[config.mk]
export PLATFORM = sky130hd
export DESIGN_NAME = mem_arbiter
export DESIGN_NICKNAME = d
export VERILOG_FILES = /design/src/rtl/mem_arbiter_pkg.sv /design/src/rtl/mem_arb_priority.sv /design/src/rtl/mem_arbiter.sv
export SDC_FILE = /design/constraint.sdc
export NUM_CORES = 1
export LEC_CHECK = 0
export CAP_MARGIN = 20
export CORE_ASPECT_RATIO = 1.75
export CORE_UTILIZATION = 46
export CTS_BUF_LIST = sky130_fd_sc_hd__clkbuf_16
export DETAILED_ROUTE_END_ITERATION = 7
export PLACE_DENSITY_LB_ADDON = 0.3
export SYNTH_ARGS = -nofsm -noshare
export SYNTH_HDL_FRONTEND = slang
export SYNTH_HIERARCHICAL = 1
export SYNTH_SLANG_ARGS = --single-unit
[constraint.sdc]
create_clock -name clock -period 6.28 [get_ports clock]
set_input_delay 1.256 -clock clock [delete_from_list [all_inputs] [get_ports clock]]
set_output_delay 1.256 -clock clock [all_outputs]
set_load 0.02 [all_outputs]
[src/rtl/mem_arbiter_pkg.sv]
// Shared types and defaults for the two-client memory arbiter.
package mem_arbiter_pkg;

  localparam int          STARVE_LIMIT_DEF = 4;
  localparam int          TIMEOUT_DEF      = 64;
  localparam logic [31:0] ERR_DATA_DEF     = 32'hDEAD_BEEF;

  typedef enum logic [1:0] {
    ARB_IDLE,
    ARB_BUSY_IF,
    ARB_BUSY_LSU
  } mem_arb_state_e;

  // Also used as the bit index into the grant vector.
  typedef enum logic {
    REQ_IF,
    REQ_LSU
  } mem_requestor_e;

  function automatic logic [31:0] word_align(input logic [31:0] addr);
    return addr & ~32'h3;
  endfunction

endpackage

[src/rtl/mem_arb_priority.sv]
// Winner selection between fetch and load/store, with a starvation counter
// that lets a long-denied fetch override data priority.
module mem_arb_priority
  import mem_arbiter_pkg::*;
#(
  parameter int STARVE_LIMIT = STARVE_LIMIT_DEF
) (
  input  logic       clock,
  input  logic       reset,
  input  logic       mem_en,
  input  logic       if_req,
  input  logic       lsu_req,
  input  logic       idle,
  output logic [1:0] gnt
);

  localparam int SW = $clog2(STARVE_LIMIT + 1);

  logic [SW-1:0] starve_cnt;
  logic          can_grant;
  logic          starved;

  // Combinational, mutually exclusive grants; fetch wins when data is absent or fetch is starved.
  always_comb begin
    // NOTE: every output gets a default first so no path leaves it unassigned (no latch).
    gnt          = '0;
    // NOTE: grants are gated by reset so a requester never sees an acceptance that reset discards.
    can_grant    = idle & mem_en & ~reset;
    starved      = (starve_cnt == SW'(STARVE_LIMIT));
    gnt[REQ_IF]  = can_grant & if_req & (~lsu_req | starved);
    gnt[REQ_LSU] = can_grant & lsu_req & ~gnt[REQ_IF];
  end

  // Count grant opportunities a pending fetch lost, saturating at the limit.
  always_ff @(posedge clock) begin
    // NOTE: sequential state uses non-blocking assignments so all registers update together.
    if (reset) begin
      starve_cnt <= '0;
    end else if (gnt[REQ_IF]) begin
      starve_cnt <= '0;
    end else if (idle && mem_en && if_req && !starved) begin
      starve_cnt <= starve_cnt + SW'(1);
    end
  end

endmodule

[src/rtl/mem_arbiter.sv]
// Arbitrates fetch and load/store clients onto one single-ported memory,
// holds the request until ack (or timeout) and routes the response back.
module mem_arbiter
  import mem_arbiter_pkg::*;
#(
  parameter int          STARVE_LIMIT = STARVE_LIMIT_DEF,
  parameter int          TIMEOUT      = TIMEOUT_DEF,
  parameter logic [31:0] ERR_DATA     = ERR_DATA_DEF
) (
  input  logic        clock,
  input  logic        reset,
  input  logic        mem_en,
  input  logic        if_req_ip,
  input  logic [31:0] if_addr_ip,
  output logic        if_gnt_op,
  output logic        if_rvalid_op,
  output logic [31:0] if_rdata_op,
  input  logic        lsu_req_ip,
  input  logic        lsu_we_ip,
  input  logic [3:0]  lsu_be_ip,
  input  logic [31:0] lsu_addr_ip,
  input  logic [31:0] lsu_wdata_ip,
  output logic        lsu_gnt_op,
  output logic        lsu_rvalid_op,
  output logic [31:0] lsu_rdata_op,
  output logic        mem_req_op,
  output logic        mem_we_op,
  output logic [3:0]  mem_be_op,
  output logic [31:0] mem_addr_op,
  output logic [31:0] mem_wdata_op,
  input  logic        mem_ack_ip,
  input  logic [31:0] mem_rdata_ip,
  output logic        err_op
);

  localparam int TW = $clog2(TIMEOUT + 1);

  mem_arb_state_e state, state_nxt;
  logic [1:0]     gnt;
  logic [TW-1:0]  tmo_cnt;
  logic           idle;
  logic           busy;
  logic           tmo_hit;
  logic           done;

  assign idle       = (state == ARB_IDLE);
  assign if_gnt_op  = gnt[REQ_IF];
  assign lsu_gnt_op = gnt[REQ_LSU];
  assign mem_req_op = busy;

  mem_arb_priority #(
    .STARVE_LIMIT(STARVE_LIMIT)
  ) u_priority (
    .clock  (clock),
    .reset  (reset),
    .mem_en (mem_en),
    .if_req (if_req_ip),
    .lsu_req(lsu_req_ip),
    .idle   (idle),
    .gnt    (gnt)
  );

  // Next-state logic: grant moves to the owner's busy state, ack or timeout returns to idle.
  always_comb begin
    state_nxt = state;
    busy      = (state != ARB_IDLE);
    tmo_hit   = busy && !mem_ack_ip && (tmo_cnt == TW'(TIMEOUT - 1));
    done      = busy && (mem_ack_ip || tmo_hit);
    unique case (state)
      ARB_IDLE: begin
        if (gnt[REQ_IF]) begin
          state_nxt = ARB_BUSY_IF;
        end else if (gnt[REQ_LSU]) begin
          state_nxt = ARB_BUSY_LSU;
        end
      end
      default: begin
        if (done) begin
          state_nxt = ARB_IDLE;
        end
      end
    endcase
  end

  // State register.
  always_ff @(posedge clock) begin
    if (reset) begin
      state <= ARB_IDLE;
    end else begin
      state <= state_nxt;
    end
  end

  // Memory-side request latch, busy timer and response routing.
  always_ff @(posedge clock) begin
    if (reset) begin
      mem_we_op     <= 1'b0;
      mem_be_op     <= '0;
      mem_addr_op   <= '0;
      mem_wdata_op  <= '0;
      tmo_cnt       <= '0;
      if_rvalid_op  <= 1'b0;
      if_rdata_op   <= '0;
      lsu_rvalid_op <= 1'b0;
      lsu_rdata_op  <= '0;
      err_op        <= 1'b0;
    end else begin
      if_rvalid_op  <= 1'b0;
      lsu_rvalid_op <= 1'b0;

      if (gnt[REQ_IF]) begin
        mem_we_op    <= 1'b0;
        mem_be_op    <= 4'hF;
        mem_addr_op  <= word_align(if_addr_ip);
        mem_wdata_op <= '0;
      end else if (gnt[REQ_LSU]) begin
        mem_we_op    <= lsu_we_ip;
        mem_be_op    <= lsu_be_ip;
        mem_addr_op  <= word_align(lsu_addr_ip);
        mem_wdata_op <= lsu_wdata_ip;
      end

      // Idle keeps the timer at zero, so it starts from zero on every busy entry.
      tmo_cnt <= busy ? tmo_cnt + TW'(1) : '0;

      if (done) begin
        if (state == ARB_BUSY_IF) begin
          if_rvalid_op <= 1'b1;
          if_rdata_op  <= tmo_hit ? ERR_DATA : mem_rdata_ip;
        end else begin
          lsu_rvalid_op <= 1'b1;
          lsu_rdata_op  <= tmo_hit ? ERR_DATA : (mem_we_op ? '0 : mem_rdata_ip);
        end
        if (tmo_hit) begin
          err_op <= 1'b1;
        end
      end
    end
  end

endmodule
; ---- After elaboration in Yosys (flattened, before gate mapping)
; Cells that the tools add are included.
[classes]
add_sub_neg = 2
eq_ne = 4
muxes = 13
n_bitwise = 13
n_reduce_logical = 20
[op_table]
columns = cell, count
row1 = $mux W32, 5
row2 = $mux W2, 4
row3 = $mux W4, 2
row4 = $reduce_and A2 Y1, 4
row5 = $add A7 B1 Y7 const B, 1
row6 = $eq A7 B6 Y1 const B, 1
row7 = $and A1 B1 Y1, 6
row8 = $logic_and A1 B1 Y1, 6
row9 = $not A1 Y1, 6
row10 = $reduce_bool A2 Y1, 3
row11 = $reduce_or A2 Y1, 3
row12 = $add A3 B1 Y3 const B, 1
row13 = $eq A3 B3 Y1 const B, 1
row14 = $ne A3 B3 Y1 const B, 1
row15 = $eq A2 B1 Y1 const B, 1
row16 = $logic_not A1 Y1, 2
row17 = $logic_not A2 Y1, 1
row18 = $mux W1, 2
row19 = $logic_or A1 B1 Y1, 1
row20 = $or A1 B1 Y1, 1
[word_totals]
reg_bits = 146
out_inout_bits = 139

; ---- Longest topological paths before layout
; Gate-level depths: netlist (run 1).
[logic_depth]
ltp_word = 10
depth_mapped = 9
depth_no_buf = 7

; ---- Hierarchy
; Netlist (run 1), hierarchy kept.
[by_module_without_submodules]
columns = module, instances, cells_per_inst, area_per_inst_um2
row1 = mem_arbiter, 1, 649, 6153.4
row2 = mem_arb_priority, 1, 23, 193.9

; ---- Worst setup path before layout (run 1)
; OpenSTA, ideal clock, no wires.
[synth_path]
kind = input to output
startpoint = input mem_en
endpoint = output if_gnt_op
t_arrival_ps = 1918
required_ps = 5024
slack_ps = 3106
cell_stages = 2
path_cell_list = nand3_1 > nor3_1
[synth_between]
elab_chain_cells = 4
[synth_lines]
columns = element, line_no
row1 = "start, declared", mem_arbiter.sv:12  ; input logic mem_en,
row2 = $and A1 B1 Y1 (2 in a row), mem_arb_priority.sv:28  ; can_grant = idle & mem_en & ~reset;
row3 = $and A1 B1 Y1 (2 in a row), mem_arb_priority.sv:30  ; gnt[REQ_IF] = can_grant & if_req & (~lsu_req | starved);
row4 = "end, declared", mem_arbiter.sv:15  ; output logic if_gnt_op,
; No other way between the ends.

; ---- Final worst setup path (run 1)
[layout_path]
startpoint = input if_req_ip
endpoint = output if_gnt_op
[layout_between]
elab_chain_cells = 2
[layout_lines]
columns = element, line_no
row1 = "start, declared", mem_arbiter.sv:13  ; input logic if_req_ip,
row2 = $and A1 B1 Y1 (2 in a row), mem_arb_priority.sv:30
; No other way between the ends.

==> run metrics, run 1 <==
outcome=finished clean; R2R cell count=7; RR Startpoint=state[0]$_SDFFE_PP0P_; Die X-Extent=about 91 um; drt first-iter violations=266; crit-path most repeated cell=clkdlybuf4s50_1; Yosys reg bits=roughly 150; Via-to-Cell Ratio=approximately 5.4; CP max stage cell=clkdlybuf4s50_1; CTS Root Cell=clkbuf_16; Post-synth EDFFs=0; vias in the first global route=a little over 6000; Worst Setup EP=if_gnt_op; max-slew violations=0; reg-to-reg setup timing slack=3320 ps; # resized after CTS=0; critical path depth=4; share of cells above drive strength 1=between 10% and 20%; RSZ-0062 raised after global routing=false; Final TNS setup=0 ps; worst path cell trace=clkdlybuf4s50_1 -> nand3_1 -> nor3_2 -> clkdlybuf4s50_1; TritonCTS clock tree=yes; worst vdd ir=between 200 and 250 uV; router iterations before antenna repair=4; maximum buffer depth of the clock tree=2; Worst Max-Slew Pin Slew=around 1100 ps; CP arrival=~2900 ps; first-pass GRT wire length=29900 um; number of core rows=56; Post-Place Setup Slack=~1900 ps; Max Clock Skew=approximately 9.8 ps; Critical path buffers and inverters=2; largest net degree at the start of global routing=74; worst reg2reg endpoint=state[1]$_SDFFE_PP0P_; post-route ant nets=0; CP peak stage delay=roughly 630 ps; crit path max fanout=4; Post-CTS Setup Inserts=0; Achievable Freq=roughly 0.24 GHz; number of port buffers=271; WP data required=approximately 5000 ps; hold path start=if_rdata_op[26]$_SDFFE_PP0P_; count of cell types in the netlist=39; grt ovf=0; Final period util=65.4%; area leader, netlist=dfxtp_1; crit path capture type=output pin; DRT Wirelength=~19000 um; Period minus WS final=slightly above 4000 ps; hold_buf cts=0; Hold WC Path Type=flip-flop to flip-flop; Total GRT Usage=a little over a quarter; Yosys warning count=6; most frequent cell after synthesis=dfxtp_1; top cells by count, synth=dfxtp_1, nor2_1, mux2i_1, nor2b_1, a211oi_1; CP startpoint=if_req_ip; Synth area leaders=dfxtp_1, mux2i_1, nor2_1; CTS Buf Count=17; Die ar.=~14000 um2; Core ar.=13500 um2; Lkg Pwr=around 0.0034 uW; Filler cells=just over 1000; Max-Cap Viols=0; Placer Congestion=around 0.82; DR vias=about 5900; Layout area overhead=52.4%; startpoint types=input port; initial core utilization=around 47%; post-DR wirelength/cell=approximately 17 um; Residual DRC=0; DP Wirelength=13600 um; Post-synth ARST share=0%; Cell Area, Synth=around 6300 um2; sequential-to-total area share from yosys stat=46.0%; fin area=9670 um2; Mapped Avg Cell Area=9.45 um2; Sink Count=146; H-tree depth=4; clock transition at the registers of the reported paths=roughly 60 ps; CP delay by family, top=buffers and inverters; final setup violation count=0; I/O pin count=between 200 and 300; Slew HR=28.1%; final core utilization=~72%; top-area cell type share of the netlist area=46.0%; final-stage net count=about 1100; CP Class=input port to output pin; initial antenna violation count=1; Skew-Pair Late Insertion Delay=between 400 and 500 ps; dpl cell area=between 9000 and 10000 um2; prevailing post-synth register cell=dfxtp_1; Die Ht=between 150 and 200 um; Pwr Total=roughly 2300 uW; Final WS setup=around 2200 ps; final hold vios=0; power density cells=237 nW/um2; Post-Syn Instances=672
sequential cells by signal, summed over array words and instances (netlist names):
register and flops:
mem_wdata_op 32, lsu_rvalid_op 1, u_priority/starve_cnt 3, mem_be_op 4, state 2, mem_we_op 1
mem_addr_op 30, tmo_cnt 7, lsu_rdata_op 32, if_rdata_op 32, if_rvalid_op 1, err_op 1
routing by layer:
layer | vias up | share of wire [%] | track usage [%]
met3 | 42 | 7.7 | 9.03
met5 | - | 0 | 0
met4 | 0 | 3.2 | 11.7
met1 | 2773 | 36 | 26.2
li1 | 2840 | - | -
met2 | 247 | 53 | 48.8
stage by stage:
stage	std cells	hold slack (ps)
after global placement	1065	442
after floorplan	673	430
after CTS	1097	468
after global routing	1099	481
after detailed placement	1065	457
final	1099	462
cell usage in the layout (no fill, tap or decap), drive strengths merged, types with 2 or more instances in the layout:
cell | Yosys | layout
nor2b | 45 | 45
o22ai | 32 | 32
a21oi | 14 | 14
nand3b | 10 | 10
mux2 | 30 | 30
dfxtp | 146 | 146
mux2i | 63 | 63
nand4b | 3 | 3
conb | 1 | 2
clkinvlp | 0 | 2
a32o | 2 | 2
nor2 | 99 | 99
nor3 | 27 | 27
inv | 28 | 34
bufinv | 0 | 2
and3b | 2 | 2
a31oi | 9 | 9
a22oi | 8 | 8
o21ai | 12 | 12
clkinv | 0 | 5
buf | 29 | 8
a211oi | 52 | 52
clkdlybuf4s50 | 0 | 270
nand3 | 6 | 6
nor3b | 3 | 3
clkbuf | 30 | 17
xor2 | 2 | 2
ha | 3 | 3
and3 | 2 | 2
nand2 | 6 | 6
power by group:
group          switching, uW  leakage, uW  internal [uW]  total [uW]
clock network            417     0.000285            589        1010
logic                    141      0.00197            174         315
registers               16.8      0.00118            954         971
tightest hold or removal path: stages, from the launching register on:
cell      delay (ps)
dfxtp_1          300
inv_1             60
a211oi_2          50
layout make-up:
type | instances | area, um2 | area share (%)
multi-input combinational | 440 | 3070 | 31.8
sequential | 146 | 2920 | 30.2
timing repair buffer | 278 | 2770 | 28.6
clock buffer | 17 | 425 | 4.40
tap | 174 | 218 | 2.25
clock inverter | 15 | 156 | 1.62
inverter | 28 | 105 | 1.09
antenna | 1 | 2.50 | 0.0259
cell families (layout without fill, tap and decap cells):
logic type	count (synthesis)	count (layout)	synth area share (%)
AO/OA/AOI/OAI	132	132	15.6
XOR/XNOR	3	3	0.414
adder cells (fa/ha/maj)	3	3	0.591
buffers and inverters	87	338	5.89
flip-flops	146	146	46.0
multiplexers	93	93	15.3
other	1	3	0.0591
AND/OR/NAND/NOR	207	207	16.1
worst min-delay path by stage:
| stage | end | slack [ps] | depth (start not counted) |
|---|---|---|---|
| detailed placement | tmo_cnt[0]$_SDFF_PP0_ | 460 | 1 |
| CTS | if_rdata_op[16]$_SDFFE_PP0P_ | 470 | 2 |
| global route | if_rdata_op[26]$_SDFFE_PP0P_ | 480 | 2 |
| finish | if_rdata_op[26]$_SDFFE_PP0P_ | 460 | 2 |
| floorplan | tmo_cnt[0]$_SDFF_PP0_ | 430 | 1 |
| global placement | tmo_cnt[0]$_SDFF_PP0_ | 440 | 1 |
Power figures use the tool's default switching activity.
==> run 2: changes to the inputs <==
--- a/config.mk
+++ b/config.mk
@@ -7,7 +7,7 @@
 export LEC_CHECK = 0
 export CAP_MARGIN = 20
 export CORE_ASPECT_RATIO = 1.75
-export CORE_UTILIZATION = 46
+export CORE_UTILIZATION = 38
 export CTS_BUF_LIST = sky130_fd_sc_hd__clkbuf_16
 export DETAILED_ROUTE_END_ITERATION = 7
 export PLACE_DENSITY_LB_ADDON = 0.3
==> constraint.sdc (replaced) <==
create_clock -name clock -period 3.4 [get_ports clock]
set_input_delay 0.68 -clock clock [delete_from_list [all_inputs] [get_ports clock]]
set_output_delay 0.68 -clock clock [all_outputs]
set_load 0.02 [all_outputs]
==> run metrics, run 2 (synthesis gave the netlist of run 1 again) <==
final hold vios=0 (unchanged); Slew HR=39.9% (+12 points); first-pass GRT wire length=29600 um (-0.81%); Worst Max-Slew Pin Slew=899 ps (-179 ps); WP data required=2720 ps (-2300 ps); post-DR wirelength/cell=16.1 um (-6.6%); Die X-Extent=99.7 um (+9.8%); Core ar.=16400 um2 (+22%); Post-CTS Setup Inserts=0 (unchanged); Final period util=approximately 87%; Via-to-Cell Ratio=5.00 (-6.9%); # resized after CTS=0 (unchanged); ant diodes=0 (-1); biggest regs=if_rdata_op x32, lsu_rdata_op x32, mem_wdata_op x32; CP arrival=2290 ps (-560 ps); Max Clock Skew=13.3 ps (+3.49 ps); Hold WC Path Type=flip-flop to flip-flop; clock transition at the registers of the reported paths=60 ps (about the same); vias in the first global route=5769 (-6.3%); CP Class=input port to output pin; outcome=finished clean; number of core rows=62 (+11%); Sink Count=146 (unchanged); Die ar.=17200 um2 (+21%); final-stage net count=1059 (+0.57%); fin area=9790 um2 (+1.2%); initial antenna violation count=0 (-1); Final TNS setup=0 ps (unchanged); CTS Root Cell=clkbuf_16; DR vias=5772 (-2.2%); router iterations before antenna repair=4 (unchanged); Layout Cells excl Fill=1154 (+5.0%); Period minus WS final=between 2000 and 3000 ps; CTS Buf Count=17 (unchanged); H-tree depth=4 (unchanged); drt first-iter violations=258 (-3.0%); DP Wirelength=13100 um (-3.3%); I/O pin count=278 (unchanged); max-slew violations=0 (unchanged); placed insts=1122 (+5.4%); hold_buf cts=0 (unchanged); Die Ht=173 um (+9.9%); Skew-Pair Late Insertion Delay=420 ps (about the same); power density cells=430 nW/um2 (+81%); Filler cells=1430 (+40%); crit path capture type=output pin; commonest non-fill, non-tap cells in the layout=clkdlybuf4s50_1, dfxtp_1, nor2_1, mux2i_1, nor2b_1; most common cell after layout, fill and taps aside=clkdlybuf4s50_1; Lkg Pwr=0.00347 uW (+0.70%); largest net degree at the start of global routing=73 (-1.4%); Achievable Freq=between 0.3 and 0.4 GHz; crit path max fanout=4 (unchanged); RSZ-0062 raised after global routing=false; dpl cell area=9220 um2 (+1.5%); number of port buffers=271 (unchanged); Placer Congestion=0.801 (-2.2%); Max-Cap Viols=0 (unchanged); Residual DRC=0 (unchanged); post-route ant nets=0 (unchanged); grt ovf=0 (unchanged); initial core utilization=38.8% (-8.4 points); maximum buffer depth of the clock tree=2 (unchanged); startpoint types=input port; Layout area overhead=54.2%; Total GRT Usage=21.8% (-4.5 points); worst vdd ir=301 uV (+37%); Pwr Total=4210 uW (+83%); share of cells above drive strength 1=10.9% (+0.80 points); TritonCTS clock tree=yes; final setup violation count=0 (unchanged); DRT Wirelength=18600 um (-2.0%)
## run 2: metal layers
layer | part of all wire (%) | track usage [%]
met3 | 7.0 | 6.79
met2 | 52 | 39.1
met5 | 0 | 0
met4 | 2.7 | 9.31
met1 | 38 | 23.0
## run 2: critical path, stage by stage
cell	delay, ps
clkdlybuf4s50_1	540
nand3_1	170
nor3_2	240
clkdlybuf4s50_1	650
## run 2: final cells by class
cell class / count / area (um2) / area share, %
timing repair buffer: 284 / 2830 / 28.9
multi-input combinational: 440 / 3070 / 31.4
tap: 224 / 280 / 2.86
sequential: 146 / 2920 / 29.9
clock buffer: 17 / 425 / 4.35
clock inverter: 15 / 146 / 1.50
inverter: 28 / 105 / 1.07
## run 2: through the flow
step | util (%) | hold slack, ps | worst slack [ps]
after detailed placement | 56.3 | 441 | 439
after global routing | 59.8 | 473 | 360
after global placement | 56.3 | 441 | 443
final | 59.8 | 451 | 434
after floorplan | - | 430 | 808
after CTS | 59.8 | 453 | 423
## run 2: worst paths after layout
path	from	end	slack, ps	cells past startpoint
max	if_req_ip	if_gnt_op	430	4
min	if_rdata_op[0]$_SDFFE_PP0P_	if_rdata_op[0]$_SDFFE_PP0P_	450	2
max reg2reg	state[0]$_SDFFE_PP0P_	mem_wdata_op[30]$_SDFFE_PP0P_	1210	7
min reg2reg	if_rdata_op[0]$_SDFFE_PP0P_	if_rdata_op[0]$_SDFFE_PP0P_	450	2
## run 2: power by group
part	internal, uW	switching, uW
combinational	327	258
clock	1030	801
sequential	1760	30.2
total	3120	1090
==> run 3: changes to the inputs <==
--- a/config.mk
+++ b/config.mk
@@ -5,7 +5,7 @@
 export SDC_FILE = /design/constraint.sdc
 export NUM_CORES = 1
 export LEC_CHECK = 0
-export CAP_MARGIN = 20
+export CAP_MARGIN = 30
 export CORE_ASPECT_RATIO = 1.75
 export CORE_UTILIZATION = 38
 export CTS_BUF_LIST = sky130_fd_sc_hd__clkbuf_16
==> results of run 3 <==
The final DEF is identical to that of run 2; final timing and power are the same.
